==> src/rtl/issue_queue.sv <==
// issue_queue: in-order issue FIFO with busy-bit scoreboard and registered per-FU valid/ready output stage.
// Optional WB_BYPASS_EN adds wb_data and forwards a same-cycle writeback into the issuing operand.
module issue_queue #(
  parameter int DEPTH = 4,
  parameter int NUM_UNITS = 3,
  parameter int PAYLOAD_W = 64,
  parameter int REG_ADDR_W = 5,
  parameter int DATA_W = 32,
  localparam int UW = NUM_UNITS > 1 ? $clog2(NUM_UNITS) : 1,
  localparam int CW = $clog2(DEPTH + 1),
  localparam int PW = $clog2(DEPTH),
  localparam int NR = 1 << REG_ADDR_W
) (
  input  logic                  clock,
  input  logic                  reset,
  input  logic                  enq_valid,
  output logic                  enq_ready,
  input  logic [REG_ADDR_W-1:0] enq_addra,
  input  logic [REG_ADDR_W-1:0] enq_addrb,
  input  logic                  enq_checka,
  input  logic                  enq_checkb,
  input  logic [REG_ADDR_W-1:0] enq_regdest,
  input  logic                  enq_writereg,
  input  logic [UW-1:0]         enq_unit,
  input  logic [PAYLOAD_W-1:0]  enq_payload,
  output logic [REG_ADDR_W-1:0] iss_reg_addra,
  output logic [REG_ADDR_W-1:0] iss_reg_addrb,
  input  logic [DATA_W-1:0]     reg_iss_dataa,
  input  logic [DATA_W-1:0]     reg_iss_datab,
  output logic [NUM_UNITS-1:0]  iss_valid,
  input  logic [NUM_UNITS-1:0]  iss_ready,
  output logic [DATA_W-1:0]     iss_rega,
  output logic [DATA_W-1:0]     iss_regb,
  output logic [REG_ADDR_W-1:0] iss_regdest,
  output logic                  iss_writereg,
  output logic [PAYLOAD_W-1:0]  iss_payload,
  input  logic                  wb_valid,
  input  logic [REG_ADDR_W-1:0] wb_addr,
`ifdef WB_BYPASS_EN
  input  logic [DATA_W-1:0]     wb_data,
`endif
  input  logic                  flush,
  output logic [CW-1:0]         count,
  output logic                  hazard_stall,
  output logic                  bad_unit
);
  typedef struct packed {
    logic [REG_ADDR_W-1:0] addra;
    logic [REG_ADDR_W-1:0] addrb;
    logic [REG_ADDR_W-1:0] regdest;
    logic                  checka;
    logic                  checkb;
    logic                  writereg;
    logic [UW-1:0]         unit;
    logic [PAYLOAD_W-1:0]  payload;
  } op_t;

  op_t                  mem_q [DEPTH];
  op_t                  head;
  logic [PW-1:0]        rd_q, rd_d, wr_q, wr_d;
  logic [CW-1:0]        count_q, count_d;
  logic [NR-1:0]        busy_q, busy_d;
  logic [NUM_UNITS-1:0] iss_valid_q, iss_valid_d;
  logic [DATA_W-1:0]    iss_rega_q, iss_rega_d, iss_regb_q, iss_regb_d, opa, opb;
  logic [REG_ADDR_W-1:0] iss_regdest_q, iss_regdest_d;
  logic                 iss_writereg_q, iss_writereg_d, bad_unit_q, bad_unit_d;
  logic [PAYLOAD_W-1:0] iss_payload_q, iss_payload_d;
  logic                 head_valid, bad, fwd_a, fwd_b, busy_a, busy_b, hazard;
  logic                 out_free, issue, deq, enq, clr;

  assign head = mem_q[rd_q];
  assign head_valid = count_q != '0;
  assign bad = {1'b0, head.unit} >= (UW + 1)'(NUM_UNITS);

`ifdef WB_BYPASS_EN
  assign fwd_a = wb_valid && wb_addr == head.addra && head.addra != '0;
  assign fwd_b = wb_valid && wb_addr == head.addrb && head.addrb != '0;
  assign opa = fwd_a ? wb_data : reg_iss_dataa;
  assign opb = fwd_b ? wb_data : reg_iss_datab;
`else
  assign fwd_a = 1'b0;
  assign fwd_b = 1'b0;
  assign opa = reg_iss_dataa;
  assign opb = reg_iss_datab;
`endif

  // A source caught by a same-cycle writeback is clear only when forwarding exists.
  assign busy_a = head.checka && busy_q[head.addra] && !fwd_a;
  assign busy_b = head.checkb && busy_q[head.addrb] && !fwd_b;
  assign hazard = busy_a || busy_b || (head.writereg && busy_q[head.regdest]);

  assign out_free = iss_valid_q == '0 || (iss_valid_q & iss_ready) != '0;
  assign issue = head_valid && !bad && !hazard && out_free && !flush;
  assign deq = issue || (head_valid && bad && !flush);
  assign enq_ready = count_q != CW'(DEPTH);
  assign enq = enq_valid && enq_ready && !flush;
  assign clr = flush || (out_free && !issue);

  assign iss_reg_addra = head.addra;
  assign iss_reg_addrb = head.addrb;
  assign hazard_stall = head_valid && !bad && hazard;
  assign count = count_q;
  assign bad_unit = bad_unit_q;
  assign iss_valid = iss_valid_q;
  assign iss_rega = iss_rega_q;
  assign iss_regb = iss_regb_q;
  assign iss_regdest = iss_regdest_q;
  assign iss_writereg = iss_writereg_q;
  assign iss_payload = iss_payload_q;

  always_comb begin
    busy_d = busy_q;
    if (wb_valid) busy_d[wb_addr] = 1'b0;
    if (issue && head.writereg) busy_d[head.regdest] = 1'b1;
    busy_d[0] = 1'b0;
  end

  always_comb begin
    rd_d = flush ? '0 : deq ? (rd_q == PW'(DEPTH - 1) ? '0 : rd_q + 1'b1) : rd_q;
    wr_d = flush ? '0 : enq ? (wr_q == PW'(DEPTH - 1) ? '0 : wr_q + 1'b1) : wr_q;
    count_d = flush ? '0 : count_q + CW'(enq) - CW'(deq);
    bad_unit_d = bad_unit_q || (head_valid && bad);
    iss_valid_d = flush ? '0 : issue ? NUM_UNITS'(1) << head.unit : out_free ? '0 : iss_valid_q;
    iss_rega_d = issue ? opa : clr ? '0 : iss_rega_q;
    iss_regb_d = issue ? opb : clr ? '0 : iss_regb_q;
    iss_regdest_d = issue ? head.regdest : clr ? '0 : iss_regdest_q;
    iss_writereg_d = issue ? head.writereg : clr ? 1'b0 : iss_writereg_q;
    iss_payload_d = issue ? head.payload : clr ? '0 : iss_payload_q;
  end

  always_ff @(posedge clock)
    if (enq) mem_q[wr_q] <= '{enq_addra, enq_addrb, enq_regdest, enq_checka, enq_checkb,
                               enq_writereg, enq_unit, enq_payload};

  always_ff @(posedge clock or negedge reset)
    if (!reset) begin
      rd_q <= '0;
      wr_q <= '0;
      count_q <= '0;
      busy_q <= '0;
      bad_unit_q <= 1'b0;
      iss_valid_q <= '0;
      iss_rega_q <= '0;
      iss_regb_q <= '0;
      iss_regdest_q <= '0;
      iss_writereg_q <= 1'b0;
      iss_payload_q <= '0;
    end else begin
      rd_q <= rd_d;
      wr_q <= wr_d;
      count_q <= count_d;
      busy_q <= busy_d;
      bad_unit_q <= bad_unit_d;
      iss_valid_q <= iss_valid_d;
      iss_rega_q <= iss_rega_d;
      iss_regb_q <= iss_regb_d;
      iss_regdest_q <= iss_regdest_d;
      iss_writereg_q <= iss_writereg_d;
      iss_payload_q <= iss_payload_d;
    end
endmodule
==> config.mk <==
export PLATFORM = sky130hd
export DESIGN_NAME = issue_queue
export DESIGN_NICKNAME = d
export VERILOG_FILES = /design/src/rtl/issue_queue.sv
export SDC_FILE = /design/constraint.sdc
export NUM_CORES = 1
export LEC_CHECK = 0
export CAP_MARGIN = 25
export CORE_MARGIN = 4
export CORE_UTILIZATION = 46
export DETAILED_ROUTE_END_ITERATION = 8
export PLACE_DENSITY_LB_ADDON = 0.2
export SLEW_MARGIN = 20
export SYNTH_ARGS = -nofsm -noshare
export SYNTH_HDL_FRONTEND = slang
export SYNTH_SLANG_ARGS = --single-unit
==> constraint.sdc <==
create_clock -name clock -period 6 [get_ports clock]
set_input_delay 0.6 -clock clock [delete_from_list [all_inputs] [get_ports clock]]
set_output_delay 0.6 -clock clock [all_outputs]
set_load 0.02 [all_outputs]
==> results.md <==
- Outcome: finished clean
- IO Port Bufs: 313
- Switching Fraction: 0.311
- Reg2reg end: count[2]$_DFF_PN0_
- Crit Path Max Fanout: 26
- Largest family of logic cells by synthesized area: multiplexers
- Setup CP Type: reg2out
- Net Count, Synth: between 1,000 and 1,500
- Largest net degree at the start of global routing: 91
- Layout cells sized above 1: 0.152
- Power share of the clock group: 0.284
- Vias in the first global route: approximately 12,000
- Max_slew headroom: 0.311
- I/O pin total: between 300 and 400
- Total grt overflow: 0
- Die area: roughly 46,000 sq um
- Num Clock Sinks: roughly 510
- Rows: 75
- Final WL: just under 50 mm
- CTS Buf Count: ~50
- Hold/Removal Path Class: reg2reg
- Initial antenna violation count: 3
- Period utilization: 0.878
- Initial DRC count: 857
- Setup violators final: 0
- GR Util All Layers: 0.207
- First-pass GRT wire length: about 75 mm
- Worst EP arrival: about 4.7 ns
- R2R cell count: 17
- P&R area growth vs syn: 27.2%
- Switching pwr: approximately 3500 uW
- Core Box Area: approximately 42,000 sq um
- Final HPWL DP: 30.7 mm
- N_diodes: 0
- PwrDens: 443 nW/um^2
- P_int: approximately 7700 uW
- Starting Density: 0.469
- Worst Tran Pin Value: slightly above 1 ns
- DRC: 0
- CP startpoint kind: register
- Hold Path Stages: 1
- Worst Path Required: 5.40 ns
- Setup crit end kind: primary output
- Placer Congestion: 0.932
- Finished Cell Area: ~25,000 sq um
- Post-synth EDFFs: ~340
- Die width: between 200 and 250 um
- Dpl ws: between 1 and 1.5 ns
- Xor/xnor share of the synthesized area: 0.00133
- DP Area: roughly 23,000 sq um
- Clk Latency, worst-skew pair: a little under 0.6 ns
- Postcts setup bufs: 0
- Cells after Synth: between 1,000 and 1,500
- Routed vias: ~11,000
- Worst hold endpoint: bad_unit$_DFF_PN0_
- Min Tclk post-route: 5.27 ns
- Final setup margin: ~0.73 ns
- Sequential-to-total area share from yosys stat: 0.731
- H-tree depth: 2
- Power share of the sequential group: 0.411
- Most used flip-flop cell after synthesis: edfxtp_1
- Fmax: approximately 190 MHz
- Syn Area/Cell: around 19 sq um
- Overall power: ~11,000 uW
- RR Startpoint: rd_q[0]$_DFFE_PN0P_
- Clock buffer depth: 3
- LEAKAGE: between 0.009 and 0.01 uW
- Routed Antenna Nets: 0
- Die height: roughly 220 um
- Register bit count reported by yosys: 512
- CTS tree: done
- R2R Setup Slk: 1.19 ns
- Via density: 5.79
- Setup TNS: 0 ns
- Comb pwr share: 0.305
- Root Buffer: clkbuf_16
- Maximum vdd drop: 292 uV
- Clk slew on worst S/H paths: approximately 0.060 ns
- Final Slew Violations: 0
- FFs w/ async S/R, synth: 0.344
- Routed wire per std cell: about 25 um
- Mapped cell area: 19,800 sq um
- Mux share of post-synthesis cell area: 0.126
- Maxcap violations: 0
- Hold Vio Cnt, Final: 0
- RSZ-0062 raised after global routing: no
- Yosys warns: 0
- Final #Nets: approximately 1,500
- Synth cell types: 58
- Simple-gate share of the synthesized area: 0.0218
- Hold Startpoint: bad_unit$_DFF_PN0_
- Final Core Density: 0.597
- Synth Area in Adders: 0.00480
- Detailed Routing Iterations Pass 1: 7
- Synth Area in Compound Gates: 0.0947
- Fin Clk Skew: between 0.02 and 0.025 ns
## worst max-delay path by stage
| stage | start | endpoint | slack, ns | cells after the start |
|---|---|---|---|---|
| after floorplan | rd_q[0]$_DFFE_PN0P_ | count[2]$_DFF_PN0_ | 1.83 | 19 |
| after global placement | rd_q[0]$_DFFE_PN0P_ | count[2]$_DFF_PN0_ | 1.24 | 17 |
| after detailed placement | rd_q[0]$_DFFE_PN0P_ | count[2]$_DFF_PN0_ | 1.20 | 17 |
| after CTS | rd_q[0]$_DFFE_PN0P_ | hazard_stall | 0.70 | 8 |
| after global routing | rd_q[0]$_DFFE_PN0P_ | hazard_stall | 0.55 | 8 |
| final | rd_q[0]$_DFFE_PN0P_ | hazard_stall | 0.73 | 8 |
## layout by cell type, fill, tap and decap left out, types with 20 or more instances in the layout
cell type | netlist | layout
o41ai_1 | 30 | 30
edfxtp_1 | 336 | 336
clkbuf_16 | 0 | 54
o21ai_0 | 38 | 37
a22o_1 | 133 | 133
mux2i_1 | 30 | 30
dfrtp_1 | 176 | 174
mux4_2 | 90 | 90
clkdlybuf4s50_1 | 0 | 312
buf_4 | 5 | 21
nand2_1 | 20 | 20
## cell families after synthesis
logic type               count (synthesis)
flip-flops                             512
buffers and inverters                   74
AND/OR/NAND/NOR                         81
adder cells (fa/ha/maj)                  7
AO/OA/AOI/OAI                          233
XOR/XNOR                                 3
multiplexers                           134
## Yosys cell counts (7+ instances only)
master | instances | share of area
edfxtp_1 | 336 | 0.51
dfrtp_1 | 176 | 0.22
a22o_1 | 133 | 0.059
mux4_2 | 90 | 0.10
o21ai_0 | 38 | 0.0096
clkbuf_1 | 34 | 0.0064
mux2i_1 | 30 | 0.015
o41ai_1 | 30 | 0.013
nand2_1 | 20 | 0.0038
nor2_1 | 17 | 0.0032
buf_2 | 13 | 0.0033
mux2_2 | 12 | 0.0068
buf_6 | 10 | 0.0057
inv_1 | 9 | 0.0017
a21oi_1 | 7 | 0.0018
nand3b_1 | 7 | 0.0027
## stage by stage
stage / hold WS (ns) / cells
floorplan: 0.304 / 1044
finish: 0.480 / 1950
global route: 0.492 / 1950
CTS: 0.476 / 1949
detailed placement: 0.463 / 1854
global placement: 0.458 / 1854
## flip-flops by register name, summed over array words and instances, names as in the netlist
| register | count |
|---|---|
| bad_unit | 1 |
| busy_q | 31 |
| count | 3 |
| iss_payload | 64 |
| iss_rega | 32 |
| iss_regb | 32 |
| iss_regdest | 5 |
| iss_valid | 3 |
| iss_writereg | 1 |
| mem_q | 336 |
| rd_q | 2 |
| wr_q | 2 |
## routing by layer
layer  vias up  share of wire  global-route usage  wire length (um)
met3        96          0.088              0.0655              4270
met5         -        0.00093                   0                45
li1       4947              -                   -                 -
met4         6          0.030              0.0664              1430
met1      5791           0.41               0.283             20000
met2       460           0.47               0.322             22600
## final cells by class
type	count	area, sq um
Timing Repair Buffer	338	3360
Clock buffer	74	1490
Inverter	9	33.8
Clock inverter	20	198
Multi-Input combinational cell	458	4950
Tap cell	539	674
Sequential cell	512	14500
Fill cell	3190	17000
## power groups by stage
| stage | Sequential (uW) | Clock (uW) | Combinational, uW |
|---|---|---|---|
| 2_1_floorplan | 4750 | 0 | 2040 |
| 3_3_place_gp | 4650 | 0 | 3390 |
| 3_5_place_dp | 4650 | 0 | 3430 |
| 4_1_cts | 4590 | 3260 | 3440 |
| 5_1_grt | 4640 | 3420 | 3650 |
| 6_report | 4590 | 3170 | 3400 |
## timing repair
item	4_1_cts	5_1_grt
hold endpoints to repair	39	0
hold buffers	1	0
gates resized for setup	0	0
setup endpoints to repair	0	0
## critical path: stages, from the launching register on
cell             delay, ns
dfrtp_4               0.74
mux4_2                0.83
mux2i_1               0.20
mux2i_1               0.15
o32ai_1               0.10
or4_1                 0.58
o211a_4               0.20
a211oi_1              0.53
clkdlybuf4s50_1       0.75
Note: power is estimated with default switching activity, not from simulation.
